==> config.mk <==
export PLATFORM = sky130hd
export DESIGN_NAME = urna_apuracao
export DESIGN_NICKNAME = d
export VERILOG_FILES = /design/src/rtl/urna_apuracao.sv
export SDC_FILE = /design/constraint.sdc
export NUM_CORES = 1
export LEC_CHECK = 0
export CORE_MARGIN = 2
export CORE_UTILIZATION = 40
export DETAILED_ROUTE_END_ITERATION = 8
export GPL_TIMING_DRIVEN = 0
export MAX_ROUTING_LAYER = met4
export PLACE_DENSITY = 0.65
export REMOVE_ABC_BUFFERS = 1
export SYNTH_ARGS = -nofsm -noshare
export SYNTH_HDL_FRONTEND = slang
export SYNTH_SLANG_ARGS = --single-unit
==> constraint.sdc <==
create_clock -name i_clock -period 6.7 [get_ports i_clock]
set_clock_uncertainty 0.15 [all_clocks]
set_input_delay 2.01 -clock i_clock [delete_from_list [all_inputs] [get_ports i_clock]]
set_output_delay 2.01 -clock i_clock [all_outputs]
set_load 0.03 [all_outputs]
==> src/rtl/urna_apuracao.sv <==
// rtl/urna_apuracao.sv - voting tally readout: snapshot, winner scan, BCD slot sequencer
// Optional total-votes slot enabled by defining URNA_APURACAO_TOTAL_EN.
module urna_apuracao #(
  parameter int unsigned DWELL = 50_000_000
) (
  input  logic        i_clock,
  input  logic        i_reset,
  input  logic        i_start,
  input  logic        i_skip,
  input  logic [7:0]  i_c1,
  input  logic [7:0]  i_c2,
  input  logic [7:0]  i_c3,
  input  logic [7:0]  i_c4,
  input  logic [7:0]  i_nulo,
  output logic [2:0]  o_slot,
  output logic [15:0] o_bcd,
  output logic        o_show_valid,
  output logic [2:0]  o_winner,
  output logic        o_tie,
  output logic        o_busy,
  output logic        o_done
);

  localparam logic [2:0] S_IDLE = 3'd0;
  localparam logic [2:0] S_SNAP = 3'd1;
  localparam logic [2:0] S_CMP  = 3'd2;
  localparam logic [2:0] S_LOAD = 3'd3;
  localparam logic [2:0] S_CONV = 3'd4;
  localparam logic [2:0] S_SHOW = 3'd5;
  localparam logic [2:0] S_DONE = 3'd6;

`ifdef URNA_APURACAO_TOTAL_EN
  localparam logic [2:0] LAST_SLOT = 3'd5;
`else
  localparam logic [2:0] LAST_SLOT = 3'd4;
`endif

  localparam logic [31:0] DWELL_TC = 32'(DWELL - 1);

  logic [2:0]  r_state;
  logic [7:0]  r_snap [5];
`ifdef URNA_APURACAO_TOTAL_EN
  logic [10:0] r_total;
`endif
  logic [7:0]  r_max;
  logic [2:0]  r_max_idx;
  logic        r_tie_flag;
  logic [3:0]  r_cnt;
  logic [10:0] r_bin;
  logic [15:0] r_acc;
  logic [31:0] r_dwell;
  logic [2:0]  r_slot;
  logic [15:0] r_bcd;
  logic        r_show_valid;
  logic [2:0]  r_winner;
  logic        r_tie;
  logic        r_done;

  logic [7:0]  w_cand;
  logic [7:0]  w_max_nx;
  logic [2:0]  w_idx_nx;
  logic        w_tie_nx;
  logic [10:0] w_slot_val;
  logic [15:0] w_adj;
  logic [15:0] w_acc_nx;
  logic [10:0] w_bin_nx;

  // One candidate per CMP cycle; a strictly greater count wins the lead and clears any tie.
  always_comb begin
    w_cand   = r_snap[r_cnt[1:0]];
    w_max_nx = r_max;
    w_idx_nx = r_max_idx;
    w_tie_nx = r_tie_flag;
    if (w_cand > r_max) begin
      w_max_nx = w_cand;
      w_idx_nx = {1'b0, r_cnt[1:0]} + 3'd1;
      w_tie_nx = 1'b0;
    end else if ((w_cand == r_max) && (r_max != 8'd0)) begin
      w_tie_nx = 1'b1;
    end
  end

  always_comb begin
    w_slot_val = 11'd0;
    case (r_slot)
      3'd0:    w_slot_val = {3'b000, r_snap[0]};
      3'd1:    w_slot_val = {3'b000, r_snap[1]};
      3'd2:    w_slot_val = {3'b000, r_snap[2]};
      3'd3:    w_slot_val = {3'b000, r_snap[3]};
      3'd4:    w_slot_val = {3'b000, r_snap[4]};
`ifdef URNA_APURACAO_TOTAL_EN
      3'd5:    w_slot_val = r_total;
`endif
      default: w_slot_val = 11'd0;
    endcase
  end

  // Double-dabble step: correct nibbles >= 5, then shift the binary MSB into the BCD LSB.
  always_comb begin
    w_adj = r_acc;
    for (int n = 0; n < 4; n++) begin
      if (r_acc[n*4 +: 4] >= 4'd5) begin
        w_adj[n*4 +: 4] = r_acc[n*4 +: 4] + 4'd3;
      end
    end
    w_acc_nx = {w_adj[14:0], r_bin[10]};
    w_bin_nx = {r_bin[9:0], 1'b0};
  end

  always_ff @(posedge i_clock) begin
    if (i_reset) begin
      r_state      <= S_IDLE;
      for (int k = 0; k < 5; k++) begin
        r_snap[k] <= 8'd0;
      end
`ifdef URNA_APURACAO_TOTAL_EN
      r_total      <= 11'd0;
`endif
      r_max        <= 8'd0;
      r_max_idx    <= 3'd0;
      r_tie_flag   <= 1'b0;
      r_cnt        <= 4'd0;
      r_bin        <= 11'd0;
      r_acc        <= 16'd0;
      r_dwell      <= 32'd0;
      r_slot       <= 3'd0;
      r_bcd        <= 16'd0;
      r_show_valid <= 1'b0;
      r_winner     <= 3'd0;
      r_tie        <= 1'b0;
      r_done       <= 1'b0;
    end else begin
      r_done <= 1'b0;
      case (r_state)
        S_IDLE: begin
          if (i_start) begin
            r_winner <= 3'd0;
            r_tie    <= 1'b0;
            r_bcd    <= 16'd0;
            r_state  <= S_SNAP;
          end
        end
        S_SNAP: begin
          r_snap[0]  <= i_c1;
          r_snap[1]  <= i_c2;
          r_snap[2]  <= i_c3;
          r_snap[3]  <= i_c4;
          r_snap[4]  <= i_nulo;
`ifdef URNA_APURACAO_TOTAL_EN
          r_total    <= 11'(i_c1) + 11'(i_c2) + 11'(i_c3) + 11'(i_c4) + 11'(i_nulo);
`endif
          r_max      <= 8'd0;
          r_max_idx  <= 3'd0;
          r_tie_flag <= 1'b0;
          r_cnt      <= 4'd0;
          r_state    <= S_CMP;
        end
        S_CMP: begin
          r_max      <= w_max_nx;
          r_max_idx  <= w_idx_nx;
          r_tie_flag <= w_tie_nx;
          r_cnt      <= r_cnt + 4'd1;
          if (r_cnt == 4'd3) begin
            if (w_max_nx == 8'd0) begin
              r_winner <= 3'd0;
              r_tie    <= 1'b0;
            end else if (w_tie_nx) begin
              r_winner <= 3'd0;
              r_tie    <= 1'b1;
            end else begin
              r_winner <= w_idx_nx;
              r_tie    <= 1'b0;
            end
            r_state <= S_LOAD;
          end
        end
        S_LOAD: begin
          r_bin   <= w_slot_val;
          r_acc   <= 16'd0;
          r_cnt   <= 4'd0;
          r_state <= S_CONV;
        end
        S_CONV: begin
          r_acc <= w_acc_nx;
          r_bin <= w_bin_nx;
          r_cnt <= r_cnt + 4'd1;
          if (r_cnt == 4'd10) begin
            r_bcd        <= w_acc_nx;
            r_show_valid <= 1'b1;
            r_dwell      <= 32'd0;
            r_state      <= S_SHOW;
          end
        end
        S_SHOW: begin
          if (i_skip || (r_dwell == DWELL_TC)) begin
            r_show_valid <= 1'b0;
            if (r_slot == LAST_SLOT) begin
              r_state <= S_DONE;
            end else begin
              r_slot  <= r_slot + 3'd1;
              r_state <= S_LOAD;
            end
          end else begin
            r_dwell <= r_dwell + 32'd1;
          end
        end
        S_DONE: begin
          r_done  <= 1'b1;
          r_slot  <= 3'd0;
          r_state <= S_IDLE;
        end
        default: r_state <= S_IDLE;
      endcase
    end
  end

  assign o_slot       = r_slot;
  assign o_bcd        = r_bcd;
  assign o_show_valid = r_show_valid;
  assign o_winner     = r_winner;
  assign o_tie        = r_tie;
  assign o_busy       = (r_state != S_IDLE);
  assign o_done       = r_done;

endmodule

==> impl_results.md <==
* Peak VDD IR at 0.1929 mV
* DP HPWL at 10560 microns
* Count of different cell masters after synthesis at 67
* Initial antenna violation count at 0
* Warnings from Yosys at 0
* Clock latency on the worst-skew pair at 0.42 ns
* Cells after synthesis at 760
* Port Buffers at 69
* EDFF count, synth at 40
* Mapped Avg Cell Area at 9.344 sq um
* Worst-case clock buffer depth at 2
* CP Capture Type: primary output
* Asr flop ratio synth at 0%
* WP data arrival at 2.45 ns
* # nets final at 882
* Sequential element share of the synthesized area at 46.51%
* Gr ovfl total at 0
* CTS sink cnt at 145
* Post-CTS repair timing setup buffer count at 0
* Via-to-Cell Ratio at 5.381
* DRC Markers at 0
* Mapped cell area at 0.007102 sq mm
* Fin crit share at 68.78%
* Max Transition Viols Final at 0
* Area Overhead vs Synth at 20.97%
* Worst slew pin tran at 1.063 ns
* Die height at 137.2 microns
* Design Power at 2374 uW
* PD cells at 276.3 mW/mm^2
* Vias post-DR at 5661
* Vias in the first global route at 5099
* Final wirelength at 15190 microns
* Initial DRC count at 312
* TritonCTS clock tree: yes
* Final TNS setup at 0 ns
* Leak pwr at 0.003012 uW
* Ys flop type: dfxtp_1
* CTS Buf Count at 17
* Drt pass-1 iters at 5
* Crit path kind: reg2out
* Hold WC Path Type: reg2reg
* Crit path required time at 4.54 ns
* Fmax achieved at 0.2170 GHz
* RSZ-0062 raised after global routing: false
* DRT antenna net count at 0
* Inst Count DP at 1020
* PostCTS Resize Cnt at 0
* Htree depth at 4
* Non-Filler Instances at 1052
* GPL Wtd Cong at 0.8304
* Setup Viol. Count Final at 0
* Die area at 0.01884 sq mm
* Fin. Hold Viols at 0
* N_diodes at 0
* Layout cell share with drive strength beyond 1 at 9.069%
* Die Wd at 137.2 microns
* Fillers at 1618
* Starting density of the core at 40.92%
* Max transition margin at 28.98%
* Largest net degree at the start of global routing at 50
* Area of the multi-input gates at 0.003563 sq mm
* Register bit count reported by yosys at 145
* Reg clk slew, reported paths at 0.06 ns
* Crit-path max FO at 19
* Storage cell area at 0.003303 sq mm
* Critical Path Source Type: register
* First-pass GRT wire length at 25340 microns
* Total Routing Usage GR at 17.38%
* Row count at 48
* Io pins at 70
* Cts hold-fix bufs at 0
* Outcome: completed
* Clk root buf: clkbuf_16
* CORE AREA at 0.01736 sq mm
* DR WL/cell at 14.44 microns
* Max-cap violations at 0
* Tmin final at 4.608 ns
==> state kept, by name, indices dropped and copies added (netlist names), 4 cells and up, named ones only <==
name and count:
r_snap 40, r_dwell 32, o_bcd 16, r_acc 16
r_bin 11, r_max 8, r_cnt 4
==> through the flow <==
step / hold WS, ns / setup slack (ns) / utilization [%] / instance area [sq um]
finish: 0.2994 / 2.092 / 49.50 / 8591
global route: 0.3177 / 1.950 / 49.50 / 8591
CTS: 0.3031 / 2.146 / 49.47 / 8587
detailed placement: 0.2946 / 2.337 / 46.04 / 7990
global placement: 0.2887 / -0.7186 / 45.58 / 7911
floorplan: 0.2804 / 2.830 / - / 6939
==> power by group <==
| part | internal, uW | switching, uW | total, uW |
|---|---|---|---|
| registers | 975 | 55.9 | 1030 |
| clock network | 560 | 392 | 952 |
| logic | 156 | 234 | 391 |
==> Yosys cell counts (13+ instances only) <==
library cell / number / area (sq um)
dfxtp_1: 105 / 2102
nand2_1: 77 / 289.0
nor2_1: 73 / 274.0
a21oi_1: 68 / 340.3
and2_1: 41 / 256.5
edfxtp_1: 40 / 1201
clkbuf_1: 27 / 101.4
inv_1: 26 / 97.59
nand3_1: 26 / 130.1
ha_1: 24 / 300.3
a22oi_1: 22 / 165.2
or4_1: 19 / 142.6
o21ai_0: 18 / 90.09
o211ai_1: 17 / 127.6
nor2b_1: 13 / 81.33
xor2_1: 13 / 113.9
==> layout by cell type, fill, tap and decap left out, drive strengths merged, types with 7 or more instances in the layout <==
cell type and instances:
ha 24, nand4 8, nand2b 7, clkbuf 17
a222oi 10, nor3 12, a211oi 9, dfxtp 105
mux4 8, nor2 74, or4 19, a21oi 69
nand2 77, clkdlybuf4s50 68, a22oi 22, o21ai 27
o211ai 17, and2 42, a32oi 11, nor2b 13
nand3 28, inv 34, or3 10, xor2 13
edfxtp 40
==> worst paths after layout <==
| check | start | to | slack [ns] | cells after the start |
|---|---|---|---|---|
| setup / recovery | r_state[2] | o_busy | 2.09 | 4 |
| hold / removal | o_bcd[5] | o_bcd[5] | 0.30 | 2 |
| setup reg to reg | r_state[2] | r_dwell[23] | 3.23 | 6 |
| hold reg to reg | o_bcd[5] | o_bcd[5] | 0.30 | 2 |
==> kinds of logic after synthesis <==
logic type	Yosys count	synth area share, %
adder cells (fa/ha/maj)	24	4.228
XOR/XNOR	18	2.220
buffers and inverters	64	3.665
AND/OR/NAND/NOR	311	23.12
multiplexers	10	2.819
flip-flops	145	46.51
AO/OA/AOI/OAI	188	17.44
==> critical path: stages (launching register included) <==
cell and delay, ns:
dfxtp_1 0.53, or2_2 0.42, nor2_1 0.34, inv_1 0.12
clkdlybuf4s50_1 0.61
==> per-layer routing <==
metal	track usage [%]	part of all wire, %	up-vias
li1	-	-	2884
met1	23.38	49	2623
met2	26.06	45	133
met3	3.642	4.6	21
met4	6.014	1.7	0
met5	-	0	-
==> final cells by class <==
type                    count  share of cell area [%]
well taps                 225                   3.277
multi-input cells         551                   41.48
inverters                  26                   1.136
clock buffers              17                   4.952
flip-flops and latches    145                   38.45
repair buffers             73                   8.710
clock inverters            15                   1.995
No activity file was read; power rests on OpenSTA's default activity.
